`src/rtl/id_pkg.sv`:
```
// Shared definitions for the parametrised instruction-decode stage.
// Holds the opcode map, ALU operation codes, the ID FSM state type, the
// decoder control bundle and the control part of the EX pipeline word.
package id_pkg;

    localparam logic [3:0] OP_NOP   = 4'd0;
    localparam logic [3:0] OP_ADDI  = 4'd9;
    localparam logic [3:0] OP_LOAD  = 4'd10;
    localparam logic [3:0] OP_STORE = 4'd11;
    localparam logic [3:0] OP_BEQZ  = 4'd12;

    localparam logic [2:0] ALU_NOP = 3'd0;
    localparam logic [2:0] ALU_ADD = 3'd1;

    typedef enum logic {
        ST_RUN   = 1'b0,
        ST_FLUSH = 1'b1
    } id_state_e;

    typedef struct packed {
        logic [2:0] alu_op;
        logic       wb_en;
        logic       wb_sel;
        logic       mem_we;
        logic       use_imm;
        logic       use_rs;
        logic       use_rt;
        logic       is_branch;
        logic       illegal;
    } dec_ctrl_t;

    typedef struct packed {
        logic [2:0] alu_op;
        logic       mem_we;
        logic       wb_en;
        logic       wb_sel;
    } ex_ctrl_t;

endpackage

```
`src/rtl/id_decoder.sv`:
```
// Purely combinational opcode decoder.
// Ports:
//   op_i    opcode field of the instruction held in the D register
//   ctrl_o  control bundle (ALU op, writeback/memory controls, operand usage,
//           branch and illegal flags)
// Opcodes wider than 4 bits with any upper bit set are illegal.
module id_decoder
    import id_pkg::*;
#(
    parameter int OP_W = 4
) (
    input  logic [OP_W-1:0] op_i,
    output dec_ctrl_t       ctrl_o
);

    always_comb begin
        ctrl_o = '0;
        if ((op_i >> 4) != '0) begin
            ctrl_o.illegal = 1'b1;
        end else begin
            case (op_i[3:0])
                OP_NOP: ;
                4'd1, 4'd2, 4'd3, 4'd4, 4'd5, 4'd6, 4'd7: begin
                    ctrl_o.alu_op = op_i[2:0];
                    ctrl_o.wb_en  = 1'b1;
                    ctrl_o.use_rs = 1'b1;
                    ctrl_o.use_rt = 1'b1;
                end
                OP_ADDI: begin
                    ctrl_o.alu_op  = ALU_ADD;
                    ctrl_o.wb_en   = 1'b1;
                    ctrl_o.use_imm = 1'b1;
                    ctrl_o.use_rs  = 1'b1;
                end
                OP_LOAD: begin
                    ctrl_o.alu_op  = ALU_ADD;
                    ctrl_o.wb_en   = 1'b1;
                    ctrl_o.wb_sel  = 1'b1;
                    ctrl_o.use_imm = 1'b1;
                    ctrl_o.use_rs  = 1'b1;
                end
                // STORE reads its data register through the rt port (rd field).
                OP_STORE: begin
                    ctrl_o.alu_op  = ALU_ADD;
                    ctrl_o.mem_we  = 1'b1;
                    ctrl_o.use_imm = 1'b1;
                    ctrl_o.use_rs  = 1'b1;
                    ctrl_o.use_rt  = 1'b1;
                end
                OP_BEQZ: begin
                    ctrl_o.use_rs    = 1'b1;
                    ctrl_o.is_branch = 1'b1;
                end
                default: ctrl_o.illegal = 1'b1;
            endcase
        end
    end

endmodule

```
`src/rtl/id_stage_param.sv`:
```
// Parametrised instruction-decode stage between IF and EX.
// Ports:
//   clk, rst                 clock / asynchronous active-low reset
//   in_valid/in_ready/in_instr   IF handshake and instruction word
//   rf_addr1/2, rf_data1/2   register-file read port (same-cycle data)
//   ex_is_load, ex_rd        EX-stage instruction info for load-use stalls
//   out_valid/out_ready, out_*   EX pipeline word and handshake
//   branch_taken/offset      one-cycle registered redirect
//   illegal, stall_count     sticky illegal flag, saturating stall counter
module id_stage_param
    import id_pkg::*;
#(
    parameter int DATA_W = 16,
    parameter int RA_W   = 3,
    parameter int OP_W   = 4,
    parameter int CNT_W  = 16
) (
    input  logic                   clk,
    input  logic                   rst,
    input  logic                   in_valid,
    output logic                   in_ready,
    input  logic [OP_W+4*RA_W-1:0] in_instr,
    output logic [RA_W-1:0]        rf_addr1,
    output logic [RA_W-1:0]        rf_addr2,
    input  logic [DATA_W-1:0]      rf_data1,
    input  logic [DATA_W-1:0]      rf_data2,
    input  logic                   ex_is_load,
    input  logic [RA_W-1:0]        ex_rd,
    output logic                   out_valid,
    input  logic                   out_ready,
    output logic [2:0]             out_alu_op,
    output logic [DATA_W-1:0]      out_src_a,
    output logic [DATA_W-1:0]      out_src_b,
    output logic [DATA_W-1:0]      out_store_data,
    output logic                   out_mem_we,
    output logic                   out_wb_en,
    output logic                   out_wb_sel,
    output logic [RA_W-1:0]        out_rd,
    output logic [RA_W-1:0]        out_rs1,
    output logic [RA_W-1:0]        out_rs2,
    output logic                   branch_taken,
    output logic [DATA_W-1:0]      branch_offset,
    output logic                   illegal,
    output logic [CNT_W-1:0]       stall_count
);

    localparam int INSTR_W = OP_W + 4*RA_W;
    localparam int IMM_W   = 2*RA_W;

    typedef struct packed {
        ex_ctrl_t          ctrl;
        logic [DATA_W-1:0] src_a;
        logic [DATA_W-1:0] src_b;
        logic [DATA_W-1:0] store_data;
        logic [RA_W-1:0]   rd;
        logic [RA_W-1:0]   rs1;
        logic [RA_W-1:0]   rs2;
    } ex_word_t;

    function automatic logic [DATA_W-1:0] sext_imm(input logic [IMM_W-1:0] v);
        return {{(DATA_W-IMM_W){v[IMM_W-1]}}, v};
    endfunction

    function automatic logic [CNT_W-1:0] sat_inc(input logic [CNT_W-1:0] v);
        return (&v) ? v : v + 1'b1;
    endfunction

    logic [INSTR_W-1:0] d_instr_q, d_instr_d;
    logic               d_valid_q, d_valid_d;
    ex_word_t           word_q, word_d, next_word;
    logic               out_valid_q, out_valid_d;
    logic               br_taken_q, br_taken_d;
    logic [DATA_W-1:0]  br_off_q, br_off_d;
    logic               illegal_q, illegal_d;
    logic [CNT_W-1:0]   stall_cnt_q, stall_cnt_d;
    id_state_e          state_q;

    logic [OP_W-1:0]  op_f;
    logic [RA_W-1:0]  rd_f, rs_f, rt_f;
    logic [IMM_W-1:0] imm_f;
    dec_ctrl_t        dec;
    logic             run, hazard, br_resolve, br_cond, issue, accept;

    assign op_f  = d_instr_q[INSTR_W-1 -: OP_W];
    assign rd_f  = d_instr_q[INSTR_W-OP_W-1 -: RA_W];
    assign rs_f  = d_instr_q[INSTR_W-OP_W-RA_W-1 -: RA_W];
    assign rt_f  = d_instr_q[INSTR_W-OP_W-2*RA_W-1 -: RA_W];
    assign imm_f = d_instr_q[IMM_W-1:0];

    id_decoder #(.OP_W(OP_W)) u_dec (
        .op_i   (op_f),
        .ctrl_o (dec)
    );

    // ---- D stage: register-file read, hazard and handshake control ----
    assign rf_addr1 = rs_f;
    assign rf_addr2 = dec.mem_we ? rd_f : rt_f;

    always_comb begin
        run    = (state_q == ST_RUN);
        hazard = d_valid_q && ex_is_load && (ex_rd != '0) &&
                 ((dec.use_rs && ex_rd == rf_addr1) || (dec.use_rt && ex_rd == rf_addr2));
        // A branch waiting on a load result must not resolve with stale data.
        br_resolve = run && d_valid_q && dec.is_branch && !hazard;
        br_cond    = (rf_data1 == '0);
        issue      = run && d_valid_q && !hazard && !dec.is_branch && (!out_valid_q || out_ready);
        in_ready   = rst && run && (!d_valid_q || issue || br_resolve) && !(d_valid_q && dec.is_branch);
        accept     = in_valid && in_ready;
    end

    always_comb begin
        next_word              = '0;
        next_word.ctrl.alu_op  = dec.alu_op;
        next_word.ctrl.mem_we  = dec.mem_we;
        next_word.ctrl.wb_en   = dec.wb_en;
        next_word.ctrl.wb_sel  = dec.wb_sel;
        next_word.src_a        = rf_data1;
        next_word.src_b        = dec.use_imm ? sext_imm(imm_f) : rf_data2;
        next_word.store_data   = dec.mem_we ? rf_data2 : '0;
        next_word.rd           = dec.wb_en ? rd_f : '0;
        next_word.rs1          = dec.use_rs ? rs_f : '0;
        next_word.rs2          = dec.use_rt ? rf_addr2 : '0;
    end

    always_comb begin
        d_instr_d = d_instr_q;
        d_valid_d = d_valid_q;
        if (accept) begin
            d_instr_d = in_instr;
            d_valid_d = 1'b1;
        end else if (issue || br_resolve) begin
            d_valid_d = 1'b0;
        end

        word_d      = word_q;
        out_valid_d = out_valid_q;
        if (issue) begin
            word_d      = next_word;
            out_valid_d = 1'b1;
        end else if (out_ready) begin
            out_valid_d = 1'b0;
        end

        br_taken_d  = br_resolve && br_cond;
        br_off_d    = (br_resolve && br_cond) ? sext_imm(imm_f) : br_off_q;
        illegal_d   = illegal_q | (d_valid_q & dec.illegal);
        stall_cnt_d = hazard ? sat_inc(stall_cnt_q) : stall_cnt_q;
    end

    // ---- EX output register, branch redirect and RUN/FLUSH FSM ----
    always_ff @(posedge clk or negedge rst) begin
        if (!rst) begin
            d_instr_q   <= '0;
            d_valid_q   <= 1'b0;
            word_q      <= '0;
            out_valid_q <= 1'b0;
            br_taken_q  <= 1'b0;
            br_off_q    <= '0;
            illegal_q   <= 1'b0;
            stall_cnt_q <= '0;
            state_q     <= ST_RUN;
        end else begin
            d_instr_q   <= d_instr_d;
            d_valid_q   <= d_valid_d;
            word_q      <= word_d;
            out_valid_q <= out_valid_d;
            br_taken_q  <= br_taken_d;
            br_off_q    <= br_off_d;
            illegal_q   <= illegal_d;
            stall_cnt_q <= stall_cnt_d;
            case (state_q)
                ST_RUN:   if (br_resolve && br_cond) state_q <= ST_FLUSH;
                ST_FLUSH: state_q <= ST_RUN;
                default:  state_q <= ST_RUN;
            endcase
        end
    end

    assign out_valid      = out_valid_q;
    assign out_alu_op     = word_q.ctrl.alu_op;
    assign out_src_a      = word_q.src_a;
    assign out_src_b      = word_q.src_b;
    assign out_store_data = word_q.store_data;
    assign out_mem_we     = word_q.ctrl.mem_we;
    assign out_wb_en      = word_q.ctrl.wb_en;
    assign out_wb_sel     = word_q.ctrl.wb_sel;
    assign out_rd         = word_q.rd;
    assign out_rs1        = word_q.rs1;
    assign out_rs2        = word_q.rs2;
    assign branch_taken   = br_taken_q;
    assign branch_offset  = br_off_q;
    assign illegal        = illegal_q;
    assign stall_count    = stall_cnt_q;

endmodule

```
`config.mk`:
```
export PLATFORM = sky130hd
export DESIGN_NAME = id_stage_param
export DESIGN_NICKNAME = d
export VERILOG_FILES = /design/src/rtl/id_pkg.sv /design/src/rtl/id_decoder.sv /design/src/rtl/id_stage_param.sv
export SDC_FILE = /design/constraint.sdc
export NUM_CORES = 1
export LEC_CHECK = 0
export ABC_AREA = 1
export BUFFER_PORTS_ARGS = -buffer_cell sky130_fd_sc_hd__buf_2
export CELL_PAD_IN_SITES_DETAIL_PLACEMENT = 0
export CELL_PAD_IN_SITES_GLOBAL_PLACEMENT = 1
export CORE_UTILIZATION = 37
export CTS_CLUSTER_SIZE = 14
export DETAILED_ROUTE_END_ITERATION = 8
export PLACE_DENSITY_LB_ADDON = 0.1
export SLEW_MARGIN = 20
export SYNTH_ARGS = -nofsm -noshare
export SYNTH_HDL_FRONTEND = slang
export SYNTH_SLANG_ARGS = --single-unit
```
`constraint.sdc`:
```
create_clock -name clk -period 2.8 [get_ports clk]
set_clock_uncertainty 0.15 [all_clocks]
set_input_delay 0.28 -clock clk [delete_from_list [all_inputs] [get_ports clk]]
set_output_delay 0.28 -clock clk [all_outputs]
set_load 0.05 [all_outputs]
```
* After elaboration in Yosys (flattened, before gate mapping)
Cells that the tools add are included.
W data, S select, Z words.
** Word-level totals
- Flip-flop bits (word level) :: 106
- Input bits :: 56
** Operators by class
- Reductions and logical operators :: 40
- Multiplexer cells :: 21
- $add $sub $neg :: 1
- Equal/unequal tests :: 13
- Bitwise operators :: 4
** Operators by type and width (count)
- $mux W16 :: 2
- $logic_and A1 B1 Y1 :: 17
- $add A16 B1 Y16 const B :: 1
- $eq A4 B3 Y1 const B :: 4
- $eq A4 B4 Y1 const B :: 4
- $logic_not A16 Y1 :: 1
- $reduce_and A16 Y1 :: 1
- $mux W1 :: 13
- $mux W3 :: 4
- $reduce_or A12 Y1 :: 1
- $reduce_or A11 Y1 :: 1
- $reduce_or A9 Y1 :: 1
- $eq A4 B2 Y1 const B :: 2
- $reduce_or A8 Y1 :: 1
- $reduce_or A7 Y1 :: 1
- $eq A3 B3 Y1 :: 2
- $pmux W3 S2 :: 1
- $logic_not A1 Y1 :: 5
- $logic_or A1 B1 Y1 :: 5
- $eq A4 B1 Y1 const B :: 1
- $logic_not A4 Y1 :: 1
- $reduce_bool A2 Y1 :: 2
- $reduce_bool A3 Y1 :: 1
- $reduce_or A3 Y1 :: 1
- 5 further kinds :: 6

* Longest topological paths before layout
Gate-level depths: netlist of run 1.
- Depth in word-level cells :: 17
- Gate-level depth with buffers :: 17
- Gate-level depth less buffers :: 16

* By module
Synthesis of run 1 repeated with hierarchy kept, for this count alone.
** Second synthesis, totals
- Cell total of the unflattened synthesis :: 582
- Area, all modules :: 5088.6 um^2
** By module, submodules not included
- id_stage_param :: cells an instance 555, times used 1, sequential area each 2652.5 um^2, area an instance 4966.0 um^2
- id_decoder :: cells an instance 27, times used 1, sequential area each 0.0 um^2, area an instance 122.6 um^2

* Least setup slack after synthesis of run 1
No wires, ideal clock.
- Kind :: register to output
- From :: register d_instr_q[14]
- To :: output port in_ready
- Data required time :: 2370 ps
- Cell stages (with the launch flop) :: 15
- Buffers on the path :: 1
- Data arrival time :: 2580 ps
- Slack :: -210 ps
- Cells stage by stage :: dfrtp_1 nor2_8 nand2_4 buf_6 nand2_1 nand3_1 nand2_1 nor2_1 nand2_1 nand2_1 nand2_2 nand4_4 nand2_4 inv_1 nor3_1
** Between the ends
- Longest elaborated chain between the ends :: 15
- Elaborated cells on any way between the ends :: 36
- Those cells by class :: eq/ne (12); mux (5); reduce/logical (19)
** RTL lines
- start, declared :: line id_stage_param.sv:68 : logic [INSTR_W-1:0] d_instr_q, d_instr_d;
- start signal, assigned :: line id_stage_param.sv:163 : d_instr_q <= d_instr_d;
- $eq A4 B4 Y1 :: line id_decoder.sv:21 : case (op_i[3:0])
- $mux W1 :: line id_decoder.sv:21
- $mux W3 :: line id_stage_param.sv:97 : assign rf_addr2 = dec.mem_we ? rd_f : rt_f;
- $eq A3 B3 Y1 :: line id_stage_param.sv:102 : ((dec.use_rs && ex_rd == rf_addr1) || (dec.use_rt && ex_rd == rf_addr2));
- $logic_and A1 B1 Y1 :: line id_stage_param.sv:102
- $logic_or A1 B1 Y1 :: line id_stage_param.sv:102
- $logic_and A1 B1 Y1 :: line id_stage_param.sv:101 : hazard = d_valid_q && ex_is_load && (ex_rd != '0) &&
- $logic_not A1 Y1 :: line id_stage_param.sv:104, id_stage_param.sv:106
- $logic_and A1 B1 Y1 (3 in a row) :: line id_stage_param.sv:106 : issue = run && d_valid_q && !hazard && !dec.is_branch && (!out_valid_q || out_ready);
- $logic_or A1 B1 Y1 (2 in a row) :: line id_stage_param.sv:107 : in_ready = rst && run && (!d_valid_q || issue || br_resolve) && !(d_valid_q && dec.is_branch);
- $logic_and A1 B1 Y1 :: line id_stage_param.sv:107
- $logic_and A1 B1 Y1 (*) :: line id_stage_param.sv:107
- end, declared :: line id_stage_param.sv:21 : output logic in_ready,
Every way passes the cells marked *; elsewhere a longest branch is shown, timed or not.

* Final worst setup path of run 1
- From :: register d_instr_q[15]
- To :: output port in_ready
Same word-level chain as after synthesis.

==> results.ini, run 1 <==
[critical_path]
crit_buf_inv=4
cp-start-kind=register
crit_fanout=4
crit_chain=inv_4 -> nor2_8 -> buf_4 -> nand3_1 -> nand3_1 -> nand2_1 -> nor2_1 -> nand2_1 -> nand2_1 -> nand2_2 -> nand4_4 -> nand2_4 -> inv_1 -> nor3_4 -> buf_6
r2r-start=d_instr_q[15]
crit_slowest_cell=dfrtp_1
crit_family=simple AND/OR/NAND/NOR gates
critPathKind=reg2out
slowest_delay_ps=420
crit_arrival_ps=2180
crit_top_cell=nand2_1
endpoint_kind=primary output
startpoint=d_instr_q[15]
critPathRequiredTime_ps=2370

[timing]
fmaxAchievable_mhz=383
tightest_slew_ps=653
period_share=0.932
drv_slew=0
hold_viol=0
slew-limit-headroom=0.565
report.final.setup_viol=0
min_period_ps=2610

[cts]
cts_sinks=106
h-tree-depth=3
clk_pin_slew_ps=70
cts_tree=done
cts.path.max_buffers=2
numCtsBuffers=9
cts_root_buf=clkbuf_16
clk-insertion-delay-late_ps=350

[finish]
final_cell_area_um2=6320
finalNetCount=790
final_cell_mix=nand2_1 (173), buf_2 (158), dfrtp_1 (105)
fillCellCount=1369
layout.area.seq_um2=2650
drive_above_1_share=0.293
antenna-diode-count=0
multi_input_area_um2=1880
layout.cells.non_filler=914
areaGrowthSynthToFinish_pct=25.9
layout_commonest_cell=nand2_1

[power]
ir_drop_mv=0.624
p_leak_nw=3.49
powerDensity_nw_per_um2=1200

[synth]
synth_simple_gate_area_share=0.235
synthesis.area_um2=5020
syn-num-nets=639
synthMuxAreaShare=0
synth_compound_area_frac=0.0999
async_flop_share=1.00
yosysUniqueCellTypes=35
yosys.area_share.xor_xnor=0.0296
synth_adder_area_share=0.00249
synth_top_family_by_area=simple AND/OR/NAND/NOR gates
ys_seq_area_frac=0.528
synth_seq_cells=106
synth-main-ff-cell=dfrtp_1
yosys_warnings=0
synth_cells=582
synth-edff-count=0
syn_avg_cell_area_um2=8.63

[place]
dp_hpwl_um=9570
dp_cells=890
io_buffers=160
place_area_um2=5910
routabilityCongestion=0.767

[routing]
finalWirelength_um=13100
ant_nets=0
drtIter0Drc=232
vias=4308
first_pass_iters=4
vias_per_cell=4.71
route.detailed.drc=0
wire_per_inst_um=14.3

[run]
maxCapViolCount=0

[grt]
antenna_found_initial=0
grt_max_degree=102
grt_pass1_vias=4168
grt.overflow.total=0
grt_pass1_wl_um=21300
grt_usage=0.195

[hold_path]
hold_start=rf_data2[7]
hold_path_class=in2reg

[floorplan]
rows=42
dieArea_um2=14000
die_h_um=119
initial_core_util=0.379
die_w_um=119
fp.coreArea_um2=13200
io_pins=161

[outcome]
status=finished, final reports clean

[per-stage QoR]
| step | TNS, ps | hold slack (ps) | total power [mW] | setup WS, ps | util |
|---|---|---|---|---|---|
| 6_report | 0 | 37.3 | 7.58 | 190 | 0.477 |
| 3_3_place_gp | 0 | -4.13 | 6.12 | 339 | 0.446 |
| 3_5_place_dp | 0 | -4.48 | 6.16 | 273 | 0.446 |
| 5_1_grt | -1.28 | 36.9 | 8.09 | -1.28 | 0.477 |
| 2_1_floorplan | 0 | -166 | 5.25 | 219 | - |
| 4_1_cts | 0 | 27.6 | 7.57 | 18.1 | 0.472 |
[where the power goes]
part / switching, mW / internal (mW)
Clock: 0.555 / 0.802
Sequential: 0.419 / 2.04
Combinational: 2.85 / 0.916
Total: 3.83 / 3.76
[cell type report]
| class | count | share of cell area |
|---|---|---|
| inverter | 79 | 0.0477 |
| sequential | 106 | 0.420 |
| clock buffer | 10 | 0.0378 |
| timing repair buffer | 177 | 0.151 |
| multi-input combinational | 360 | 0.297 |
| clock inverter | 6 | 0.0127 |
| tap | 176 | 0.0348 |
[repair_timing]
| action | CTS | global route |
|---|---|---|
| resized for setup | 5 | 6 |
| setup endpoints to repair | 1 | 1 |
| hold buffers | 1 | 0 |
| pin swaps | 0 | 2 |
| setup buffers | 1 | 6 |
| cloned | 0 | 0 |
| hold endpoints to repair | 12 | 0 |
[worst paths after layout]
path                                       to  slack [ps]  cells after the start
min in group asynchronous  out_store_data[11]         180                      2
max in group asynchronous       d_instr_q[14]        1390                      3
max reg2reg                     out_alu_op[1]         410                     15
min                         out_store_data[7]          40                      3
max                                  in_ready         190                     15
min reg2reg                  branch_offset[2]         330                      2
[routing by layer]
metal  track usage  share of wire  vias up
met4        0.0712          0.019        0
met5             0              0        -
li1              -              -     2163
met2         0.312           0.47      116
met3        0.0376          0.050       14
met1         0.263           0.46     2015
[state kept, by name (all words and copies together), names as in the netlist, 3 cells and up]
| name | count |
|---|---|
| out_rd | 3 |
| out_rs1 | 3 |
| out_src_a | 16 |
| out_store_data | 16 |
| out_src_b | 16 |
| out_alu_op | 3 |
| stall_count | 16 |
| out_rs2 | 3 |
| branch_offset | 6 |
| d_instr_q | 16 |
[synthesized netlist by cell type, types with 4 or more instances]
cell	n	area [µm²]
buf_4	14	105
nand3_1	16	80.1
buf_2	7	35.0
nand2_1	174	653
dfrtp_1	106	2650
xor2_1	9	78.8
nor2_1	13	48.8
inv_1	77	289
o31ai_1	13	97.6
o31ai_2	4	50.1
nor3_1	6	30.0
o21ai_0	65	325
clkbuf_1	10	37.5
xnor2_1	8	70.1
nand4_1	31	194
buf_6	4	45.0
[tightest hold or removal path, delay by kind of cell]
| family | cells | cell delay (ps) |
|---|---|---|
| buffers and inverters | 2 | 140 |
| AOI/OAI and AO/OA | 1 | 70 |
[cells by family (layout without fill, tap and decap cells)]
kind of cell | Yosys count | in the layout
flip-flops | 106 | 106
XOR/XNOR | 17 | 17
AO/OA/AOI/OAI | 86 | 86
adder cells (fa/ha/maj) | 1 | 1
buffers and inverters | 116 | 272
AND/OR/NAND/NOR | 256 | 256
(Power assumes the default switching activity.)
==> run 2: changes to the inputs <==
--- a/config.mk
+++ b/config.mk
@@ -5,11 +5,10 @@
 export SDC_FILE = /design/constraint.sdc
 export NUM_CORES = 1
 export LEC_CHECK = 0
-export ABC_AREA = 1
-export BUFFER_PORTS_ARGS = -buffer_cell sky130_fd_sc_hd__buf_2
+export BUFFER_PORTS_ARGS = -buffer_cell sky130_fd_sc_hd__buf_4
 export CELL_PAD_IN_SITES_DETAIL_PLACEMENT = 0
 export CELL_PAD_IN_SITES_GLOBAL_PLACEMENT = 1
-export CORE_UTILIZATION = 37
+export CORE_UTILIZATION = 39
 export CTS_CLUSTER_SIZE = 14
 export DETAILED_ROUTE_END_ITERATION = 8
 export PLACE_DENSITY_LB_ADDON = 0.1
==> run 2 against run 1 <==
Compared with the run above:
- the run now ends with setup timing left
- non-clock buffer count up 31
- register-to-register slack lost 540 ps
- critical path type unchanged
- critical endpoint unchanged
- cell area is 12% higher
- utilization is 11 points higher
==> results.ini, run 2 <==
[outcome]
status=finished, violations left
failed_checks=setup timing

[floorplan]
fp.coreArea_um2=12000  ; -9.7%
io_pins=161  ; unchanged
initial_core_util=0.399  ; +0.0198
die_w_um=113  ; -5.0%
die_h_um=113  ; -5.0%
dieArea_um2=12700  ; -9.7%
rows=40  ; -4.8%

[cts]
clk-insertion-delay-late_ps=350  ; about the same
h-tree-depth=3  ; unchanged
cts_sinks=106  ; unchanged
cts_tree=done
clk_pin_slew_ps=70  ; about the same
numCtsBuffers=9  ; unchanged
cts.path.max_buffers=2  ; unchanged
cts_root_buf=clkbuf_16

[synth]
synthDominantCellAreaShare=0.556  ; +0.0275
yosys.area.top_type=dfrtp_1
synth_cells=416  ; -29%
syn_avg_cell_area_um2=11.5  ; +33%
synthMuxAreaShare=0.130  ; +0.130
async_flop_share=1.00  ; unchanged
yosysUniqueCellTypes=42  ; +20%
synth_seq_cells=106  ; unchanged
synthesis.area_um2=4770  ; -5.0%
synth-main-ff-cell=dfrtp_1
syn-num-nets=473  ; -26%
synth_simple_gate_area_share=0.126  ; -0.109
yosys.area_share.xor_xnor=0.0404  ; +0.0107
ys_seq_area_frac=0.556  ; +0.0275
synthTopCellsByCount=dfrtp_1 (106), a21oi_1 (32), nor2_1 (32)
synth_adder_area_share=0.00262  ; +0.000130
synth_compound_area_frac=0.0920  ; -0.00790
synth.area.top_cells=dfrtp_1 (56%), mux2_2 (6.8%), a21oi_1 (3.4%)
synth-edff-count=0  ; unchanged
yosys_warnings=0  ; unchanged
synth_top_family_by_area=multiplexers
synth.most_common_cell=dfrtp_1

[finish]
finalNetCount=657  ; -17%
final_cell_mix=buf_4 (186), dfrtp_1 (106), a21oi_1 (32)
fillCellCount=1004  ; -27%
final_cell_area_um2=7060  ; +12%
antenna-diode-count=0  ; unchanged
layout.area.seq_um2=2650  ; about the same
areaGrowthSynthToFinish_pct=47.9
multi_input_area_um2=2040  ; +8.6%
layout_commonest_cell=buf_4
drive_above_1_share=0.509  ; +0.216

[routing]
route.detailed.drc=0  ; unchanged
vias=3804  ; -12%
first_pass_iters=6  ; +2
vias_per_cell=5.06  ; +7.3%
ant_nets=0  ; unchanged
wire_per_inst_um=17.0  ; +19%
finalWirelength_um=12800  ; -2.2%
drtIter0Drc=108  ; -53%

[critical_path]
r2r-start=d_instr_q[14]
crit_arrival_ps=2560  ; +380 ps
cp-start-kind=register
endpoint_kind=primary output
worstRegToRegCells=10  ; -5
crit_fanout=3  ; -1
critPathRequiredTime_ps=2370  ; about the same
rrSetupSlack_ps=-130  ; -540 ps
rr_endpoint=out_rd[2]
critPathKind=reg2out

[grt]
grt_pass1_wl_um=20400  ; -4.5%
grt.overflow.total=0  ; unchanged
grt_usage=0.211  ; +0.0157
grt_pass1_vias=3832  ; -8.1%
antenna_found_initial=0  ; unchanged
grt_max_degree=69  ; -32%

[place]
io_buffers=160  ; unchanged
dp_hpwl_um=8320  ; -13%
pre_cts_slack_ps=-186  ; -459 ps
place_area_um2=6230  ; +5.4%
routabilityCongestion=0.768  ; about the same

[timing]
rsz0062_at_grt=true
report.final.setup_viol=69  ; +69
min_period_ps=2990  ; +382 ps
setup-tns-final_ps=-3910  ; -3910 ps
slew-limit-headroom=0.410  ; -0.155
drv_slew=0  ; unchanged
period_share=1.07  ; +0.136
fmaxAchievable_mhz=334  ; -13%
worst_slack_ps=-192  ; -382 ps
hold_viol=0  ; unchanged
tightest_slew_ps=885  ; +232 ps

[power]
power_mw=9.16  ; +21%
powerDensity_nw_per_um2=1300  ; +8.3%
p_leak_nw=3.51  ; +0.70%
ir_drop_mv=0.569  ; -8.9%

[hold_path]
whs_endpoint=d_instr_q[6]
hold_start=in_instr[6]
hold_path_class=in2reg
holdPathStages=2  ; -1

[run]
maxCapViolCount=0  ; unchanged

-- run 2: area by class of cell --
class,count,area share
Timing Repair Buffer,208,0.255
Multi-Input combinational cell,260,0.289
Tap cell,147,0.0261
Clock buffer,12,0.0363
Inverter,15,0.00798
Clock inverter,4,0.0105
Sequential cell,106,0.376
-- run 2: worst max path at each step --
stage,from,to,slack (ps),depth (start not counted)
6_report,d_instr_q[14],in_ready,-190,8
2_1_floorplan,d_instr_q[12],d_instr_q[10],-80,9
3_3_place_gp,d_instr_q[14],d_instr_q[15],-80,8
4_1_cts,d_instr_q[14],in_ready,-240,8
5_1_grt,d_instr_q[14],in_ready,-250,8
3_5_place_dp,d_instr_q[14],d_instr_q[3],-190,8
-- run 2: power breakdown --
part / switching (mW) / internal [mW] / leakage (nW) / total [mW]
combinational: 3.13 / 2.19 / 2.02 / 5.31
sequential: 0.373 / 2.08 / 1.32 / 2.45
clock: 0.568 / 0.834 / 0.163 / 1.40
total: 4.07 / 5.10 / 3.51 / 9.16
-- run 2: per-layer routing --
layer,up-vias,part of all wire,wire length [µm],GRT usage
li1,1807,-,-,-
met1,1881,0.44,5650,0.276
met2,103,0.49,6210,0.340
met3,13,0.055,705,0.0502
met4,0,0.017,212,0.0800
met5,-,0,0,0
-- run 2: cell families (layout without fill, tap and decap cells) --
group / after synthesis / count (layout)
multiplexers: 53 / 53
buffers and inverters: 50 / 239
AO/OA/AOI/OAI: 69 / 69
adder cells (fa/ha/maj): 1 / 1
XOR/XNOR: 22 / 22
AND/OR/NAND/NOR: 115 / 115
flip-flops: 106 / 106
-- run 2: per-stage QoR --
step / hold WS [ps] / cells / util
3_5_place_dp: 273 / 716 / 0.521
3_3_place_gp: 265 / 716 / 0.521
2_1_floorplan: -166 / 416 / -
4_1_cts: 2.25 / 752 / 0.588
6_report: 12.8 / 752 / 0.590
5_1_grt: 6.88 / 752 / 0.590
-- run 2: what timing repair did --
action / 4_1_cts / 5_1_grt
endpoints found under the hold margin: 42 / 0
buffers inserted: 8 / 1
gates resized for setup: 52 / 10
pin swaps: 6 / 4
setup endpoints to repair: 63 / 93
gates cloned: 7 / 0
hold buffers: 5 / 0
-- run 2: worst max-delay path, cell delays in order (launching register included) --
cell and delay [ps]:
dfrtp_1 400, nand4b_1 260, mux2i_1 160, or4_1 490, or3_4 360, o21a_4 220
nor2_4 120, nor3b_4 60, buf_6 150
==> run 3: changes to the inputs <==
--- a/config.mk
+++ b/config.mk
@@ -8,6 +8,7 @@
 export BUFFER_PORTS_ARGS = -buffer_cell sky130_fd_sc_hd__buf_4
 export CELL_PAD_IN_SITES_DETAIL_PLACEMENT = 0
 export CELL_PAD_IN_SITES_GLOBAL_PLACEMENT = 1
+export CORE_ASPECT_RATIO = 1.1
 export CORE_UTILIZATION = 39
 export CTS_CLUSTER_SIZE = 14
 export DETAILED_ROUTE_END_ITERATION = 8
==> run 3 against run 2 <==
Compared with the run above:
- the run still ends with setup timing left
- global-route usage shrank 1.6 points
- setup slack worse by 43 ps
- count of clock-buffer cells in the layout fell by 3
- combinational power decreased by 6.2%
- sequential power about the same
- cell area shrank 3.3%
- critical path depth unchanged
- highest routed layer unchanged
==> results.ini, run 3 (same netlist as run 2, synthesis figures left out) <==
[outcome]
status=finished, violations left
failed_checks=setup timing

[cts]
clk_pin_slew_ps=70  ; about the same
h-tree-depth=3  ; unchanged
numCtsBuffers=9  ; unchanged
clk-insertion-delay-late_ps=340  ; about the same
cts_root_buf=clkbuf_16
cts_tree=done
cts.path.max_buffers=2  ; unchanged
cts_sinks=106  ; unchanged

[hold_path]
hold_path_class=in2reg

[place]
routabilityCongestion=0.813  ; +5.9%
pre_cts_slack_ps=-132  ; +54.1 ps
dp_cells=730  ; +2.0%
io_buffers=160  ; unchanged
dp_hpwl_um=8610  ; +3.5%

[power]
p_switching_mw=3.96  ; -2.6%
swShare=0.455  ; +0.0112
p_leak_nw=3.40  ; -3.3%
p_comb_frac=0.572  ; -0.008
powerDensity_nw_per_um2=1280  ; -1.8%
p_clk_frac=0.146  ; -0.007
power_mw=8.71  ; -5.0%
pwr-share-seq=0.281  ; +0.014
internal_power_mw=4.74  ; -6.9%
ir_drop_mv=0.662  ; +16%

[critical_path]
endpoint_kind=primary output
critPathKind=reg2out
crit_arrival_ps=2610  ; +50 ps
cp-start-kind=register
critPathRequiredTime_ps=2370  ; about the same
crit_fanout=3  ; unchanged

[routing]
first_pass_iters=4  ; -2
vias=3783  ; -0.55%
route.detailed.drc=0  ; unchanged
wire_per_inst_um=16.1  ; -5.3%
vias_per_cell=5.00  ; -1.1%
ant_nets=0  ; unchanged
finalWirelength_um=12200  ; -4.8%
drtIter0Drc=129  ; +19%

[floorplan]
initial_core_util=0.398  ; -0.000667
die_w_um=107  ; -4.6%
rows=42  ; +5.0%
io_pins=161  ; unchanged
fp.coreArea_um2=12000  ; +0.17%
die_h_um=118  ; +4.8%
dieArea_um2=12700  ; about the same

[timing]
worst_slack_ps=-235  ; -43.2 ps
hold_viol=0  ; unchanged
drv_slew=0  ; unchanged
report.final.setup_viol=61  ; -12%
period_share=1.08  ; +0.0154
tightest_slew_ps=526  ; -359 ps
min_period_ps=3040  ; +43.2 ps
fmaxAchievable_mhz=329  ; -1.4%
timing.hold.ws_ps=16.7  ; +3.93 ps
setup-tns-final_ps=-6450  ; -2540 ps
slew-limit-headroom=0.649  ; +0.239
rsz0062_at_grt=true

[finish]
antenna-diode-count=0  ; unchanged
layout.cells.non_filler=756  ; +0.53%
drive_above_1_share=0.490  ; -0.0191
final_cell_mix=buf_4 (191), dfrtp_1 (106), a21oi_1 (32)
areaGrowthSynthToFinish_pct=43.0
finalNetCount=654  ; -0.46%
layout_commonest_cell=buf_4
fillCellCount=1103  ; +9.9%

[grt]
grt_pass1_wl_um=19200  ; -5.9%
grt_max_degree=42  ; -39%
grt_usage=0.195  ; -0.0156
grt.overflow.total=0  ; unchanged
antenna_found_initial=0  ; unchanged
grt_pass1_vias=3674  ; -4.1%

[run]
maxCapViolCount=0  ; unchanged

==> run 3: cell count changes in the layout (fill, tap and decap cells not counted), moves of 3 or more <==
cell	delta
buf_12	+3
buf_4	+5
nor2_2	-5
nor3_2	-3
nor2_1	+5
buf_6	-5
o21ai_0	+6
nor3_1	+5
inv_6	+3
buf_16	-7
o21ai_1	-5
==> run 3: what timing repair did <==
action	CTS	global route
hold buffers	4	0
setup buffers	2	1
pin swaps	1	0
setup endpoints to repair	34	83
cloned	1	2
resized for setup	12	22
hold endpoints to repair	27	0
==> run 3: area by class of cell <==
| cell class | instances | area (µm²) | area share |
|---|---|---|---|
| Timing Repair Buffer | 205 | 1670 | 0.244 |
| Sequential cell | 106 | 2650 | 0.388 |
| Inverter | 15 | 56.3 | 0.00825 |
| Clock buffer | 9 | 225 | 0.0330 |
| Clock inverter | 7 | 75.1 | 0.0110 |
| Tap cell | 154 | 193 | 0.0282 |
| Multi-Input combinational cell | 260 | 1960 | 0.287 |
==> run 3: layer usage <==
| layer | global-route usage | share of wire | vias up |
|---|---|---|---|
| met1 | 0.268 | 0.45 | 1857 |
| li1 | - | - | 1802 |
| met3 | 0.0393 | 0.055 | 13 |
| met2 | 0.302 | 0.48 | 111 |
| met4 | 0.0762 | 0.016 | 0 |
| met5 | 0 | 0 | - |
==> run 3: critical path, cell delays in order (launching register included) <==
cell and delay [ps]:
dfrtp_1 390, and4b_2 340, nor3b_2 60, or4_4 540
or3_4 390, o21a_4 220, nor2_4 120, nor3b_4 60
buf_6 150
==> run 3: power by group through the flow <==
stage          Clock [mW]  Sequential (mW)  Combinational, mW
2_1_floorplan           0             3.82               1.72
3_3_place_gp            0             2.45               4.59
3_5_place_dp            0             2.47               4.63
4_1_cts              1.32             2.44               4.80
5_1_grt              1.38             2.53               5.29
6_report             1.27             2.45               4.98
==> run 3: worst paths after layout <==
path / from / to / slack [ps] / cells after the start
min reg2reg: illegal / illegal / 330 / 1
max reg2reg: d_instr_q[14] / d_instr_q[11] / -170 / 8
max: d_instr_q[14] / in_ready / -240 / 8
min in group asynchronous: rst / out_valid / 260 / 2
min: in_instr[15] / d_instr_q[15] / 20 / 2
max in group asynchronous: rst / out_src_b[8] / 1370 / 3
==> run 3: per-stage QoR <==
stage,cell area (µm²),utilization
after floorplan,4790,-
final,6830,0.570
after CTS,6710,0.560
after global routing,6830,0.570
after global placement,6280,0.524
after detailed placement,6280,0.524
